`src/rtl/button_conditioner.sv`:
```
// Synchronises, debounces and edge-detects four pushbuttons into one-hot command pulses.
// Optional AUTO_REPEAT_EN adds hold-to-repeat on up/down.
module button_conditioner #(
    parameter int unsigned DEBOUNCE_CYCLES = 4,
    parameter int unsigned REPEAT_DELAY    = 50,
    parameter int unsigned REPEAT_PERIOD   = 10
) (
    input  logic       clk,
    input  logic       rst,
    input  logic       btn_up,
    input  logic       btn_down,
    input  logic       btn_set9,
    input  logic       btn_set0,
    output logic       up,
    output logic       down,
    output logic       set9,
    output logic       set0,
    output logic [3:0] btn_level
);
    localparam int unsigned NCH  = 4;
    localparam int unsigned M1   = (DEBOUNCE_CYCLES > REPEAT_DELAY) ? DEBOUNCE_CYCLES : REPEAT_DELAY;
    localparam int unsigned MAXC = (M1 > REPEAT_PERIOD) ? M1 : REPEAT_PERIOD;
    localparam int unsigned CW   = $clog2(MAXC + 1);

    localparam logic [CW-1:0] DB_LAST = CW'(DEBOUNCE_CYCLES - 1);

    localparam logic [1:0] ST_IDLE    = 2'd0;
    localparam logic [1:0] ST_PRESSED = 2'd1;
`ifdef AUTO_REPEAT_EN
    localparam logic [1:0] ST_DELAY   = 2'd2;
    localparam logic [1:0] ST_REPEAT  = 2'd3;
    localparam logic [CW-1:0] RD_LAST = CW'(REPEAT_DELAY - 1);
    localparam logic [CW-1:0] RP_LAST = CW'(REPEAT_PERIOD - 1);
    localparam logic [NCH-1:0] REP_MASK = 4'b0011;
`endif

    // Channel order matches btn_level: {set0, set9, down, up}
    logic [NCH-1:0] raw;
    logic [NCH-1:0] s0, s1;
    logic [NCH-1:0] level, level_d;
    logic [CW-1:0]  cnt   [NCH];
    logic [CW-1:0]  cnt_d [NCH];
    logic [1:0]     state   [NCH];
    logic [1:0]     state_d [NCH];
`ifdef AUTO_REPEAT_EN
    logic [CW-1:0]  tmr   [NCH];
    logic [CW-1:0]  tmr_d [NCH];
`endif
    logic [NCH-1:0] req;
    logic [NCH-1:0] grant;

    assign raw       = {btn_set0, btn_set9, btn_down, btn_up};
    assign btn_level = level;

    always_ff @(posedge clk or posedge rst) begin
        if (rst) begin
            s0    <= '0;
            s1    <= '0;
            level <= '0;
            {set0, set9, down, up} <= '0;
            for (int i = 0; i < NCH; i++) begin
                cnt[i]   <= '0;
                state[i] <= ST_IDLE;
`ifdef AUTO_REPEAT_EN
                tmr[i]   <= '0;
`endif
            end
        end else begin
            s0    <= raw;
            s1    <= s0;
            level <= level_d;
            {set0, set9, down, up} <= grant;
            for (int i = 0; i < NCH; i++) begin
                cnt[i]   <= cnt_d[i];
                state[i] <= state_d[i];
`ifdef AUTO_REPEAT_EN
                tmr[i]   <= tmr_d[i];
`endif
            end
        end
    end

    // Debounce: accept a new level only after DEBOUNCE_CYCLES consecutive differing samples
    always_comb begin
        level_d = level;
        for (int i = 0; i < NCH; i++) begin
            cnt_d[i] = cnt[i];
            if (s1[i] == level[i]) begin
                cnt_d[i] = '0;
            end else if (cnt[i] == DB_LAST) begin
                level_d[i] = s1[i];
                cnt_d[i]   = '0;
            end else begin
                cnt_d[i] = cnt[i] + CW'(1);
            end
        end
    end

    // Press FSM: requests are raised on the same edge the debounced level rises
    always_comb begin
        req = '0;
        for (int i = 0; i < NCH; i++) begin
            state_d[i] = state[i];
`ifdef AUTO_REPEAT_EN
            tmr_d[i]   = tmr[i];
`endif
            case (state[i])
                ST_IDLE: begin
                    if (level_d[i]) begin
                        req[i]     = 1'b1;
                        state_d[i] = ST_PRESSED;
`ifdef AUTO_REPEAT_EN
                        if (REP_MASK[i]) state_d[i] = ST_DELAY;
                        tmr_d[i] = '0;
`endif
                    end
                end
                ST_PRESSED: begin
                    if (!level_d[i]) state_d[i] = ST_IDLE;
                end
`ifdef AUTO_REPEAT_EN
                ST_DELAY, ST_REPEAT: begin
                    if (!level_d[i]) begin
                        state_d[i] = ST_IDLE;
                    end else if (tmr[i] == ((state[i] == ST_DELAY) ? RD_LAST : RP_LAST)) begin
                        req[i]     = 1'b1;
                        state_d[i] = ST_REPEAT;
                        tmr_d[i]   = '0;
                    end else begin
                        tmr_d[i] = tmr[i] + CW'(1);
                    end
                end
`endif
                default: state_d[i] = ST_IDLE;
            endcase
        end
    end

    // Fixed priority set0 > set9 > up > down; losers are dropped
    always_comb begin
        grant = '0;
        if (req[3])      grant = 4'b1000;
        else if (req[2]) grant = 4'b0100;
        else if (req[0]) grant = 4'b0001;
        else if (req[1]) grant = 4'b0010;
    end

endmodule

```
`config.mk`:
```
export PLATFORM = sky130hd
export DESIGN_NAME = button_conditioner
export DESIGN_NICKNAME = d
export VERILOG_FILES = /design/src/rtl/button_conditioner.sv
export SDC_FILE = /design/constraint.sdc
export NUM_CORES = 1
export LEC_CHECK = 0
export BUFFER_PORTS_ARGS = -buffer_cell sky130_fd_sc_hd__buf_2
export CAP_MARGIN = 20
export CORE_ASPECT_RATIO = 1.5
export CORE_UTILIZATION = 36
export CTS_CLUSTER_SIZE = 25
export DETAILED_ROUTE_END_ITERATION = 8
export PLACE_DENSITY_LB_ADDON = 0.2
export RECOVER_POWER = 100
export REMOVE_ABC_BUFFERS = 1
export SLEW_MARGIN = 20
export SYNTH_ARGS = -nofsm -noshare
export SYNTH_HDL_FRONTEND = slang
export SYNTH_SLANG_ARGS = --single-unit
```
`constraint.sdc`:
```
create_clock -name clk -period 4.6 [get_ports clk]
set_input_delay 0.46 -clock clk [delete_from_list [all_inputs] [get_ports clk]]
set_output_delay 0.46 -clock clk [all_outputs]
set_load 0.02 [all_outputs]
```
After elaboration in Yosys (flattened, before gate mapping)
Index checks and enable logic that the tools add are counted.
{ "word_totals": {"reg_bits": 48, "inputBits": 6, "out_inout_bits": 8, "word_cells": 87} }
{ "classes": {"n_addsub": 4, "eq_ne": 20, "muxes": 40, "reduce_logical": 8} }
{ "op_table": {"columns": ["op", "count"], "rows": [
  ["$mux W6", 8],
  ["$add A6 B1 Y6 const B", 4],
  ["$eq A6 B2 Y1 const B", 4],
  ["$mux W2", 10],
  ["$mux W1", 16],
  ["$ne A2 B2 Y1 const B", 8],
  ["$pmux W2 S2", 4],
  ["$eq A2 B1 Y1 const B", 4],
  ["$logic_not A2 Y1", 4],
  ["$reduce_and A2 Y1", 4],
  ["$eq A1 B1 Y1", 4],
  ["$mux W4", 1],
  ["$mux W3", 1]
]} }

Depth between registers and ports, before layout
{ "depth": {"depth_word": 9, "mapped_depth": 6, "mapped_depth_nobuf": 6} }

Worst setup path before layout
OpenSTA, ideal clock, no wires.
{ "synth_path": {"path_type": "reg2reg", "startpoint": "register cnt[0] (netlist name)", "endpoint": "register down", "setup_time_ns": 0.105, "t_arrival_ns": 1.872, "required_ns": 4.495, "path_slack_ns": 2.623, "path_stages_with_launch": 7, "n_path_buf": 0, "synth_period_minus_slack_ns": 1.977, "cell_sequence": "dfrtp_1 -> ha_1 -> or4b_4 -> nor2_2 -> mux2_1 -> ha_1 -> nor4b_1"} }
{ "synth_between": {"elab_chain_cells": 6} }
{ "synth_lines": {"columns": ["item", "line_no", "text"], "rows": [
  ["start: declaration", "41", "logic [CW-1:0] cnt [NCH];"],
  ["start signal: indexed assignment", "74", "cnt[i] <= cnt_d[i];"],
  ["$eq A6 B2 Y1", "90", "end else if (cnt[i] == DB_LAST) begin"],
  ["$mux W1", "90", null],
  ["$mux W1", "88", "if (s1[i] == level[i]) begin"],
  ["via level_d[3]", "40", "logic [NCH-1:0] level, level_d;"],
  ["$mux W1", "109", "if (level_d[i]) begin"],
  ["$mux W1", "107", "case (state[i])"],
  ["$mux W4", "142", "if (req[3]) grant = 4'b1000;"],
  ["via grant[1]", "50", "logic [NCH-1:0] grant;"],
  ["end signal: assignment", "72", "{set0, set9, down, up} <= grant;"],
  ["end: declaration", "15", "output logic down,"]
]} }
The timed path passes the listed nets, and every way through them passes these cells.
A chain may end at the register's enable or synchronous reset.

==> summary.md <==
| Metric | Value |
|---|---|
| Synth cell types | 24 |
| Global route overflow | 0 |
| Failing checks | capacitance limit, slew limit |
| Post-synthesis cell area | 0.001790 mm2 |
| Crit end category | asynchronous set/reset pin |
| Reg2Reg Setup Slack | 2.49 ns |
| Core Area | 0.004810 mm2 |
| CTS Root Cell | clkbuf_8 |
| Leakage | 0.9032 nW |
| Max_slew headroom | -51.55% |
| Cts repair resizes | 0 |
| Port buffer count | 13 |
| Pin count of the biggest net entering global routing | 45 |
| Unrepaired setup endpoints after global routing | false |
| Worst Hold Class | primary input to register |
| Routed length on met2 | 1335 um |
| H-Tree Level Count | 2 |
| Die width | 59.58 um |
| Worst-Skew Late Latency | 0.29 ns |
| Reg2reg end | down$_DFF_PP0_ |
| Worst-case clock skew | 0.008480 ns |
| Max-cap violation count | 1 |
| Fin util | 41.81% |
| Die ar. | 0.005265 mm2 |
| Detail-routed via count per cell | 4.627 |
| Min-Delay Endpoint | s0[2]$_DFF_PP0_ |
| Cell count after synthesis | 145 |
| Residual DRC count | 0 |
| Fmax | 436.7 MHz |
| Wire length on met1 | 1156 um |
| CTS tree | yes |
| Post-CTS Setup Bufs | 0 |
| Wire per inst | 11.31 um |
| CP Max Fanout | 44 |
| Setup TNS | 0 ns |
| Layout cell share with drive strength beyond 1 | 8.383% |
| Pwr dens | 576.4 mW/mm2 |
| Slew @ Worst Pin | 2.273 ns |
| # hold bufs at CTS | 0 |
| Sequential area share after synthesis | 61.50% |
| Worst EP arrival | 2.22 ns |
| Clock Path Buffers | 2 |
| Site Rows | 31 |
| Worst vdd rail ir drop | 0.2364 mV |
| Final setup viols | 0 |
| Post-place setup slack | 2.525 ns |
| Worst-path clk slew | 0.08 ns |
| Hold path cells | 1 |
| Number of routed nets with antenna violations | 0 |
| Hpwl dp | 1902 um |
| First-pass GRT wire length | 4595 um |
| Critical path start-end classification | primary input to asynchronous set/reset pin |
| Routed wire length | 2635 um |
| Vias in the first global route | 1073 |
| Depth of the most critical reg-to-reg path | 6 |
| Ant diodes | 0 |
| Synth Area in Compound Gates | 4.962% |
| Period utilisation layout | 49.78% |
| Xor/xnor share of the synthesized area | 9.294% |
| DRT iter0 DRCs | 19 |
| Gr usage total | 11.96% |
| Max Used Layer | met4 |
| CTS Buf Count | 5 |
| I/O Pins | 14 |
| YS warnings | 0 |
| Initial Util | 37.23% |
| Min-delay src | btn_set9 |
| Post-Syn Area per Cell | 12.35 um2 |
| Synth-to-Final Area Change | 12.30% |
| CTS sink cnt | 44 |
| Mux contribution to synthesized area | 2.516% |
| CP Launch Type | primary input |
| Required time of the critical path | 4.53 ns |
| Nets@finish | 180 |
| Fin crit period | 2.290 ns |
| Initial antenna violation count | 0 |
| Detailed Routing Iterations Pass 1 | 4 |
| Reg-to-reg critical path startpoint | cnt[0]$_DFF_PP0_ |
| Max-slew violation count | 45 |
| Flops & latches, synth | 44 |
| Die H | 88.37 um |
| Synth Area in Adders | 5.590% |
| Met3 WL post-DR | 100 um |
| Final hold vios | 0 |
| PnR worst setup slack | 2.310 ns |
| Largest family of logic cells by synthesized area | simple AND/OR/NAND/NOR gates |
| Via total after detailed routing | 1078 |
| RD Place Congestion | 0.7176 |
| Status | finished, violations left |
| Fin Hold WS | 0.2689 ns |
| Simple-gate share of the synthesized area | 14.68% |
| Layout filler cell count | 493 |
## stage by stage
step | cells | power, mW | cell area, um2
floorplan | 145 | 0.8440 | 1790
global placement | 225 | 0.9287 | 1946
detailed placement | 225 | 0.9460 | 1946
CTS | 233 | 1.200 | 2039
global route | 233 | 1.249 | 2011
finish | 233 | 1.159 | 2011
## area by class of cell
cell class,instances,area (um2),share of cell area [%]
sequential,44,1101,54.76
multi-input combinational,94,648.1,32.23
timing repair buffer,14,58.81,2.925
clock inverter,1,7.507,0.3734
inverter,7,26.28,1.307
clock buffer,7,86.33,4.294
tap,66,82.58,4.107
## registers in the layout, summed over array words and instances, names as in the netlist
name	flops
down	1
set0	1
set9	1
up	1
s0	4
s1	4
btn_level	4
cnt	24
state	4
## cells by family after synthesis
logic type / count (synthesis)
AO/OA/AOI/OAI: 14
XOR/XNOR: 19
adder cells (fa/ha/maj): 8
buffers and inverters: 7
flip-flops: 44
multiplexers: 4
AND/OR/NAND/NOR: 49
## power by group
part	total, mW	internal (mW)	switching, mW
registers	0.554	0.486	0.0687
logic	0.356	0.157	0.199
clock network	0.249	0.122	0.127
## cell usage after synthesis, drive strengths merged
library cell / number / share of area (%)
dfrtp: 44 / 61
nor2: 18 / 4.1
xnor2: 10 / 4.9
xor2: 9 / 4.4
ha: 8 / 5.6
nand3: 8 / 2.2
inv: 7 / 1.5
a21oi: 6 / 1.7
nand2: 5 / 1.0
nand2b: 5 / 1.7
mux2: 4 / 2.5
o21ai: 4 / 1.1
or3: 4 / 1.4
nor2b: 2 / 0.70
nor4: 2 / 0.70
o21bai: 2 / 1.3
or4b: 2 / 1.5
a21o: 1 / 0.42
and2: 1 / 0.35
nor3b: 1 / 0.42
nor4b: 1 / 0.49
o41ai: 1 / 0.49
## routing by layer
layer  up-vias  track usage [%]
li1        525                -
met1       531            13.13
met2        18            20.22
met3         4            4.825
met4         0            5.074
met5         -                0
## worst max-delay path by stage
stage	cells past startpoint	to	slack, ns	start
after floorplan	6	down$_DFF_PP0_	2.62	cnt[0]$_DFF_PP0_
after global placement	6	down$_DFF_PP0_	2.56	cnt[0]$_DFF_PP0_
after detailed placement	6	down$_DFF_PP0_	2.53	cnt[0]$_DFF_PP0_
after CTS	6	down$_DFF_PP0_	2.50	cnt[0]$_DFF_PP0_
after global routing	3	s1[1]$_DFF_PP0_	1.74	rst
final	3	s1[1]$_DFF_PP0_	2.31	rst
## critical path: stages
cell and delay, ns:
buf_2 0.10, inv_1 0.04, clkbuf_1 1.62
## cells in the final DEF, fill, tap and decap left out
master | synthesis | final
or4b_1 | 0 | 2
and2_1 | 1 | 1
clkbuf_1 | 0 | 10
nand2b_1 | 5 | 5
o21bai_1 | 0 | 2
o41ai_1 | 1 | 1
a21o_1 | 1 | 1
inv_1 | 7 | 7
xnor2_1 | 10 | 10
clkinvlp_4 | 0 | 1
a21oi_1 | 6 | 6
xor2_1 | 9 | 9
mux2_1 | 2 | 4
nor2_2 | 2 | 2
or3_1 | 4 | 4
dfrtp_1 | 44 | 44
nor4b_1 | 1 | 1
ha_1 | 8 | 8
nand2_1 | 5 | 5
nand3_1 | 8 | 8
o21ai_0 | 4 | 4
nor4_1 | 2 | 2
nor2_1 | 16 | 16
clkbuf_8 | 0 | 6
nor2b_1 | 2 | 2
nor3b_1 | 1 | 1
buf_2 | 0 | 5
Note: power is estimated with default switching activity, not from simulation.
